### src/rtl/fifo_pkg.sv
// Shared types and pointer-code helpers for the dual-clock FIFO controllers.
package fifo_pkg;

    localparam int FIFO_ADDR_WIDTH = 6;

    typedef logic [FIFO_ADDR_WIDTH:0] ptr_t;

    // Width-agnostic: pass narrower pointers zero-extended and truncate the result.
    function automatic logic [31:0] bin2gray(input logic [31:0] bin);
        return bin ^ (bin >> 1);
    endfunction

    function automatic logic [31:0] gray2bin(input logic [31:0] gray);
        logic [31:0] bin;
        logic        acc;
        acc = 1'b0;
        for (int i = 31; i >= 0; i--) begin
            acc    = acc ^ gray[i];
            bin[i] = acc;
        end
        return bin;
    endfunction

endpackage

### src/rtl/fifo_wr_ctrl_gray2bin_conv.sv
// Combinational Gray-to-binary converter; each binary bit is the XOR of all Gray bits at or above it.
module gray2bin_conv #(
    parameter int W = 7
) (
    input  logic [W-1:0] gray,
    output logic [W-1:0] bin
);

    genvar gi;
    generate
        for (gi = 0; gi < W; gi++) begin : g_bit
            assign bin[gi] = ^gray[W-1:gi];
        end
    endgenerate

endmodule

### src/rtl/fifo_wr_ctrl.sv
// Write-side controller of the dual-clock FIFO: write pointer, memory strobe/address,
// full / almost_full / level flags and a sticky overflow flag, all in the write clock domain.
module fifo_wr_ctrl
    import fifo_pkg::*;
#(
    parameter int ADDR_WIDTH = FIFO_ADDR_WIDTH,
    parameter int AF_THRESH  = 56
) (
    input  logic                  clk,
    input  logic                  rst_n,
    input  logic                  wr_en,
    input  logic [ADDR_WIDTH:0]   rq2_rptr,
    input  logic                  clr_ovf,
    output logic                  mem_we,
    output logic [ADDR_WIDTH-1:0] waddr,
    output logic [ADDR_WIDTH:0]   wptr,
    output logic                  full,
    output logic                  almost_full,
    output logic [ADDR_WIDTH:0]   wlevel,
    output logic                  overflow
);

    typedef logic [ADDR_WIDTH:0] wptr_t;

    localparam wptr_t AF_LEVEL = wptr_t'(AF_THRESH);

    wptr_t wbin_reg;
    wptr_t wbin_next;
    wptr_t wgray_next;
    wptr_t rbin;
    wptr_t level_next;
    wptr_t full_cmp;
    logic  push;

    gray2bin_conv #(.W(ADDR_WIDTH + 1)) u_rptr_conv (
        .gray (rq2_rptr),
        .bin  (rbin)
    );

    // Gating with rst_n keeps the memory strobe quiet while the block is held in reset.
    always_comb begin
        push       = wr_en & ~full & rst_n;
        wbin_next  = wbin_reg + wptr_t'(push);
        wgray_next = wptr_t'(bin2gray(32'(wbin_next)));
        level_next = wbin_next - rbin;
        full_cmp   = {~rq2_rptr[ADDR_WIDTH -: 2], rq2_rptr[ADDR_WIDTH-2:0]};
    end

    assign mem_we = push;
    assign waddr  = wbin_reg[ADDR_WIDTH-1:0];

    // Flags look at next-state pointers so full asserts without a bubble after the last slot fills.
    always_ff @(posedge clk or negedge rst_n) begin
        if (!rst_n) begin
            wbin_reg    <= '0;
            wptr        <= '0;
            full        <= 1'b0;
            almost_full <= 1'b0;
            wlevel      <= '0;
            overflow    <= 1'b0;
        end else begin
            wbin_reg    <= wbin_next;
            wptr        <= wgray_next;
            full        <= (wgray_next == full_cmp);
            almost_full <= (level_next >= AF_LEVEL);
            wlevel      <= level_next;
            if (wr_en && full)
                overflow <= 1'b1;
            else if (clr_ovf)
                overflow <= 1'b0;
        end
    end

endmodule

### config.mk
export PLATFORM = sky130hd
export DESIGN_NAME = fifo_wr_ctrl
export DESIGN_NICKNAME = d
export VERILOG_FILES = /design/src/rtl/fifo_pkg.sv /design/src/rtl/fifo_wr_ctrl_gray2bin_conv.sv /design/src/rtl/fifo_wr_ctrl.sv
export SDC_FILE = /design/constraint.sdc
export NUM_CORES = 1
export LEC_CHECK = 0
export ABC_CLOCK_PERIOD_IN_PS = 3500
export BUFFER_PORTS_ARGS = -buffer_cell sky130_fd_sc_hd__buf_2
export CAP_MARGIN = 20
export CORE_UTILIZATION = 52
export DETAILED_ROUTE_END_ITERATION = 12
export GPL_ROUTABILITY_DRIVEN = 0
export GPL_TIMING_DRIVEN = 0
export PLACE_DENSITY = 0.78
export SYNTH_ARGS = -nofsm -noshare
export SYNTH_HDL_FRONTEND = slang
export SYNTH_HIERARCHICAL = 1
export SYNTH_SLANG_ARGS = --single-unit
### constraint.sdc
create_clock -name clk -period 3.5 [get_ports clk]
set_input_delay 0.7 -clock clk [delete_from_list [all_inputs] [get_ports clk]]
set_output_delay 0.7 -clock clk [all_outputs]
set_load 0.02 [all_outputs]
==> impl_metrics.csv, run 1 <==
group,metric,value,unit
placement,hpwl,1930,um
layout,layout-drive-gt1-share,28.9,%
run_status,status,"finished, final reports clean",
cts,cts.htree.levels,1,
global_route,antenna_found_initial,0,
cts,clock_sinks,23,
critical_path,critical_path.most_common_cell,"ha_2",
critical_path,endpoint_kind,"flip-flop",
floorplan,dieArea,2960,um2
critical_path,max_stage_delay,0.35,ns
floorplan,initial_utilization,56.1,%
global_route,grt_pass1_vias,964,
cts,post_cts_buffers,0,
yosys,synth_common_cells,"dfrtp_1, inv_1, xnor2_1",
sta,min_period,3.19,ns
critical_path,critical-path-slowest-cell,"a311o_1",
routing,drc,0,
sta,worst_pin_slew,0.447,ns
power,irDropWorstVdd,0.633,mV
floorplan,core,2540,um2
power,intPower,0.837,mW
cts,cts_tree,"yes",
critical_path,crit_arrival,3.40,ns
yosys,synth_cells,128,
power,p_clk_share,8.1,%
cts,clockBufferDepth,2,
sta,fin_tns_setup,0,ns
sta,rsz0062_at_grt,"no",
global_route,grt_max_degree,25,
routing,drtIter0Drc,6,
worst_hold_path,min_path_type,"input port to async pin",
placement,place_area,1640,um2
layout,stdcell_count,196,
yosys,synth_top_area_share,40.3,%
sta,holdWs,0.194,ns
global_route,grt-ovfl-total,0,
floorplan,num_rows,18,
placement,pre_cts_ws,-0.422,ns
sta,post-route-worst-setup-slack,0.308,ns
critical_path,critPathKind,"input port to flip-flop",
cts,clkLatencyLatePin,0.31,ns
routing,wirelength,2430,um
sta,finalHoldViolCount,0,
yosys,synth_ff_type,"dfrtp_1",
sta,drv_slew,0,
power,p_per_area,893,nW/um2
power,p_leak,0.910,nW
power,comb_power_share,62.9,%
yosys,synth_edf_count,0,
cts,clk_pin_slew,0.12,ns
critical_path,reg2reg_from,"full",
power,switching_share,44.1,%
global_route,grtUsageTotal,19.2,%
power,total_power,1.50,mW
power,power.switching,0.660,mW
yosys,async_flop_share,100,%
yosys,yosysWarnings,6,
global_route,grt_pass1_wl,3970,um
layout,post-route-cell-area,1680,um2
critical_path,critPathLaunch,"rst_n",
routing,viasPerCell,5.04,
cts,cts_root_buffer,"clkbuf_4",
layout,synthToLayoutAreaGrowth,17.4,%
critical_path,cp_data_required_time,3.71,ns
yosys,syn_avg_cell_area,11.2,um2
sta,fmax,313,MHz
layout,final_util,65.9,%
routing,dr.pass1.iters,3,
yosys,synthesis.nets,148,
layout,final_nets,187,
sta,final.setup_skew,0.00201,ns
critical_path,worstPathMaxFanout,24,
yosys,synth_seq_cells,23,
power,seq_power_share,29.0,%
yosys,netlist.top_cell.by_area,"dfrtp_1",
yosys,ys_top_cells_by_area,"dfrtp_1, xnor2_1, ha_1",
placement,port_buffers,34,
yosys,synth_area,1430,um2
critical_path,setup.worst_path.start_class,"input port",
floorplan,die_h,54.4,um
routing,ant_nets,0,
yosys,synthDistinctLibCells,31,
sta,setup_viol,0,
routing,vias,987,
placement,place_inst,192,
critical_path,crit_chain,"buf_8 > nand2_1 > nor2_1 > ha_2 > ha_2 > and3_4 > xor2_1 > ha_1 > and3b_1 > a31oi_1 > o21ai_0 > a211o_1 > a311o_1",
floorplan,die_x,54.4,um
cts,cts_made_buffers,3,
yosys,synth_seq_area_share,40.3,%
floorplan,ios,35,
sta,fin_crit_sh,91.2,%
routing,wl_per_cell,12.4,um
sta,slew_headroom,70.1,%
layout,antenna_cells,0,
yosys,synthMostInstantiatedCell,"dfrtp_1",
job,cap_violations,0,
## logic make-up after synthesis
family	after synthesis	synth area share, %
adder cells (fa/ha/maj)	9	8.41
flip-flops	23	40.3
XOR/XNOR	29	24.8
multiplexers	1	0.701
buffers and inverters	20	6.05
AO/OA/AOI/OAI	17	7.80
AND/OR/NAND/NOR	29	11.9
## power by group through the flow
stage / logic (mW) / registers [mW] / clock network, mW
finish: 0.941 / 0.434 / 0.121
global route: 1.05 / 0.451 / 0.135
CTS: 0.942 / 0.436 / 0.127
detailed placement: 0.935 / 0.440 / 0
global placement: 0.914 / 0.436 / 0
floorplan: 0.557 / 0.587 / 0
## critical path: cells and delay by family
| kind | cells | cell delay [ns] |
|---|---|---|
| AND/OR/NAND/NOR | 4 | 0.61 |
| buffers and inverters | 1 | 0.18 |
| AO/OA/AOI/OAI | 4 | 0.82 |
| XOR/XNOR | 1 | 0.29 |
| adder cells (fa/ha/maj) | 3 | 0.79 |
## layer usage
metal  vias up  routed length [um]  GRT usage, %
li1        502                   -             -
met3         5                  98          2.50
met4         0                  42          7.69
met5         -                   0             0
met1       457                1110          22.2
met2        23                1170          35.4
## worst paths after layout
kind / slack [ns] / cells past startpoint / to
worst max-delay path: 0.31 / 13 / almost_full
worst min-delay path: 0.19 / 1 / wptr[3]
worst max register to register: 0.53 / 11 / almost_full
worst min register to register: 0.52 / 2 / overflow
max in group asynchronous: 3.14 / 1 / wlevel[6]
min in group clk: 0.52 / 2 / overflow
## layout make-up
type / instances / area (um2)
fillers: 210 / 868
multi-input cells: 85 / 771
flip-flops and latches: 23 / 576
repair buffers: 34 / 180
inverters: 17 / 63.8
well taps: 30 / 37.5
clock buffers: 4 / 26.3
plain buffers: 3 / 22.5
## what timing repair did
| action | 4_1_cts | 5_1_grt |
|---|---|---|
| hold buffers | 0 | 0 |
| resized for setup | 1 | 5 |
| hold endpoints to repair | 0 | 0 |
| gates cloned | 0 | 0 |
| setup endpoints to repair | 1 | 2 |
## layout by cell type, fill, tap and decap left out, types with 3 or more instances in the layout
master    instances
xnor3_1           4
inv_1            17
nand2_1           7
a21oi_1           3
buf_2            33
buf_4             3
and3_4            3
dfrtp_1          23
a21o_1            3
xor2_1           10
xnor2_1          12
nand3_1           5
o21ai_0           4
clkbuf_4          3
ha_1              6
(Power assumes the default switching activity.)
==> run 2, diff against run 1 <==
--- a/config.mk
+++ b/config.mk
@@ -8,11 +8,12 @@
 export ABC_CLOCK_PERIOD_IN_PS = 3500
 export BUFFER_PORTS_ARGS = -buffer_cell sky130_fd_sc_hd__buf_2
 export CAP_MARGIN = 20
-export CORE_UTILIZATION = 52
+export CORE_UTILIZATION = 55
+export CTS_BUF_LIST = sky130_fd_sc_hd__clkbuf_2
 export DETAILED_ROUTE_END_ITERATION = 12
 export GPL_ROUTABILITY_DRIVEN = 0
 export GPL_TIMING_DRIVEN = 0
-export PLACE_DENSITY = 0.78
+export PLACE_DENSITY = 0.82
 export SYNTH_ARGS = -nofsm -noshare
 export SYNTH_HDL_FRONTEND = slang
 export SYNTH_HIERARCHICAL = 1
==> impl_metrics.csv, run 2 (synthesis results as in run 1) <==
group,metric,value,unit
critical_path,critical-path-slowest-cell,"a311o_1",
floorplan,die_x,52.9,um
cts,clk_pin_slew,0.21,ns
global_route,grt_max_degree,25,
routing,wirelength,2700,um
placement,place_area,1640,um2
cts,clkLatencyLatePin,0.33,ns
routing,drtIter0Drc,6,
worst_hold_path,min_path_type,"input port to async pin",
job,cap_violations,0,
sta,fin_crit_sh,92.7,%
critical_path,critPathKind,"input port to flip-flop",
critical_path,max_stage_delay,0.35,ns
cts,hold_buffers,0,
critical_path,critPathBufInv,1,
sta,final.setup_skew,0.00874,ns
placement,place_inst,192,
layout,antenna_cells,0,
critical_path,setup.worst_path.start_class,"input port",
routing,ant_nets,0,
power,p_per_area,902,nW/um2
sta,drv_slew,0,
critical_path,crit_chain,"buf_6 > nand2_1 > nor2_1 > ha_1 > ha_2 > and3_4 > xor2_1 > ha_1 > and3b_1 > a31oi_1 > o21ai_0 > a211o_1 > a311o_1",
cts,cts_made_buffers,3,
layout,final_nets,187,
critical_path,worstPathMaxFanout,24,
cts,clock_sinks,23,
sta,holdWs,0.166,ns
layout,layout_common_cells,"buf_2, dfrtp_1, inv_1",
routing,drc,0,
global_route,grt_pass1_wl,4440,um
sta,slew_headroom,64.9,%
sta,min_period,3.24,ns
layout,layout-drive-gt1-share,28.9,%
power,total_power,1.50,mW
placement,hpwl,2150,um
cts,cts_root_buffer,"clkbuf_2",
sta,setup_viol,0,
critical_path,critPathTopFamily,"compound AO/OA/AOI/OAI gates",
run_status,status,"finished, final reports clean",
placement,port_buffers,34,
sta,worst_pin_slew,0.514,ns
floorplan,num_rows,18,
power,irDropWorstVdd,0.564,mV
global_route,antenna_found_initial,0,
routing,wl_per_cell,13.8,um
routing,dr.pass1.iters,4,
floorplan,core,2450,um2
sta,rsz0062_at_grt,"no",
layout,post-route-cell-area,1660,um2
layout,nFillCells,192,
global_route,grt-ovfl-total,0,
critical_path,endpoint_kind,"flip-flop",
global_route,grt_pass1_vias,1025,
routing,vias,1014,
layout,synthToLayoutAreaGrowth,16.6,%
sta,fmax,308,MHz
routing,viasPerCell,5.17,
floorplan,initial_utilization,58.2,%
cts,cts.htree.levels,1,
layout,mostFrequentLayoutCell,"buf_2",
floorplan,dieArea,2800,um2
cts,cts_tree,"yes",
layout,stdcell_count,196,
power,p_leak,0.912,nW
cts,clockBufferDepth,2,
floorplan,die_h,52.9,um
floorplan,ios,35,
global_route,grtUsageTotal,22.3,%
critical_path,crit_arrival,3.48,ns
sta,finalHoldViolCount,0,
critical_path,critical_path.most_common_cell,"ha_1",
critical_path,cp_data_required_time,3.74,ns
-- run 2: timing repair --
item	CTS	global route
endpoints found under the hold margin	0	0
buffers inserted	0	0
gates cloned	0	0
setup endpoints to repair	1	2
resized for setup	1	3
-- run 2: path summary, 6_finish.rpt --
path | from | to | slack (ns) | depth (start not counted)
setup / recovery | rst_n | almost_full | 0.26 | 13
hold reg to reg | overflow | overflow | 0.55 | 2
setup reg to reg | full | almost_full | 0.44 | 11
min in group clk | clr_ovf | overflow | 0.53 | 2
max in group asynchronous | rst_n | almost_full | 3.14 | 1
hold / removal | rst_n | wptr[2] | 0.17 | 1
-- run 2: final cells by class --
class	count	area (um2)	area share, %
Buffer	3	22.5	1.35
Tap cell	30	37.5	2.26
Multi-Input combinational cell	85	768	46.2
Timing Repair Buffer	34	176	10.6
Sequential cell	23	576	34.6
Inverter	17	63.8	3.83
Clock buffer	4	20.0	1.20
-- run 2: where the power goes --
part	leakage, nW	switching, mW	internal (mW)	total (mW)
registers	0.283	0.0495	0.386	0.435
logic	0.612	0.552	0.405	0.957
clock network	0.0166	0.0776	0.0302	0.108
total	0.912	0.679	0.821	1.50
-- run 2: per-stage QoR --
stage / worst slack (ns) / util [%] / setup TNS (ns)
CTS: 0.118 / 67.5 / 0
global route: 0.0164 / 67.8 / 0
floorplan: 0.129 / - / 0
global placement: -0.330 / 66.6 / -0.513
finish: 0.256 / 67.8 / 0
detailed placement: -0.444 / 66.6 / -0.835
-- run 2: per-layer routing --
| metal | GRT usage (%) | part of all wire [%] | wire, um | vias up |
|---|---|---|---|---|
| li1 | - | - | - | 502 |
| met1 | 26.2 | 43 | 1170 | 482 |
| met2 | 40.1 | 51 | 1370 | 23 |
| met3 | 3.16 | 3.5 | 95 | 7 |
| met4 | 9.21 | 2.1 | 57 | 0 |
| met5 | 0 | 0 | 0 | - |
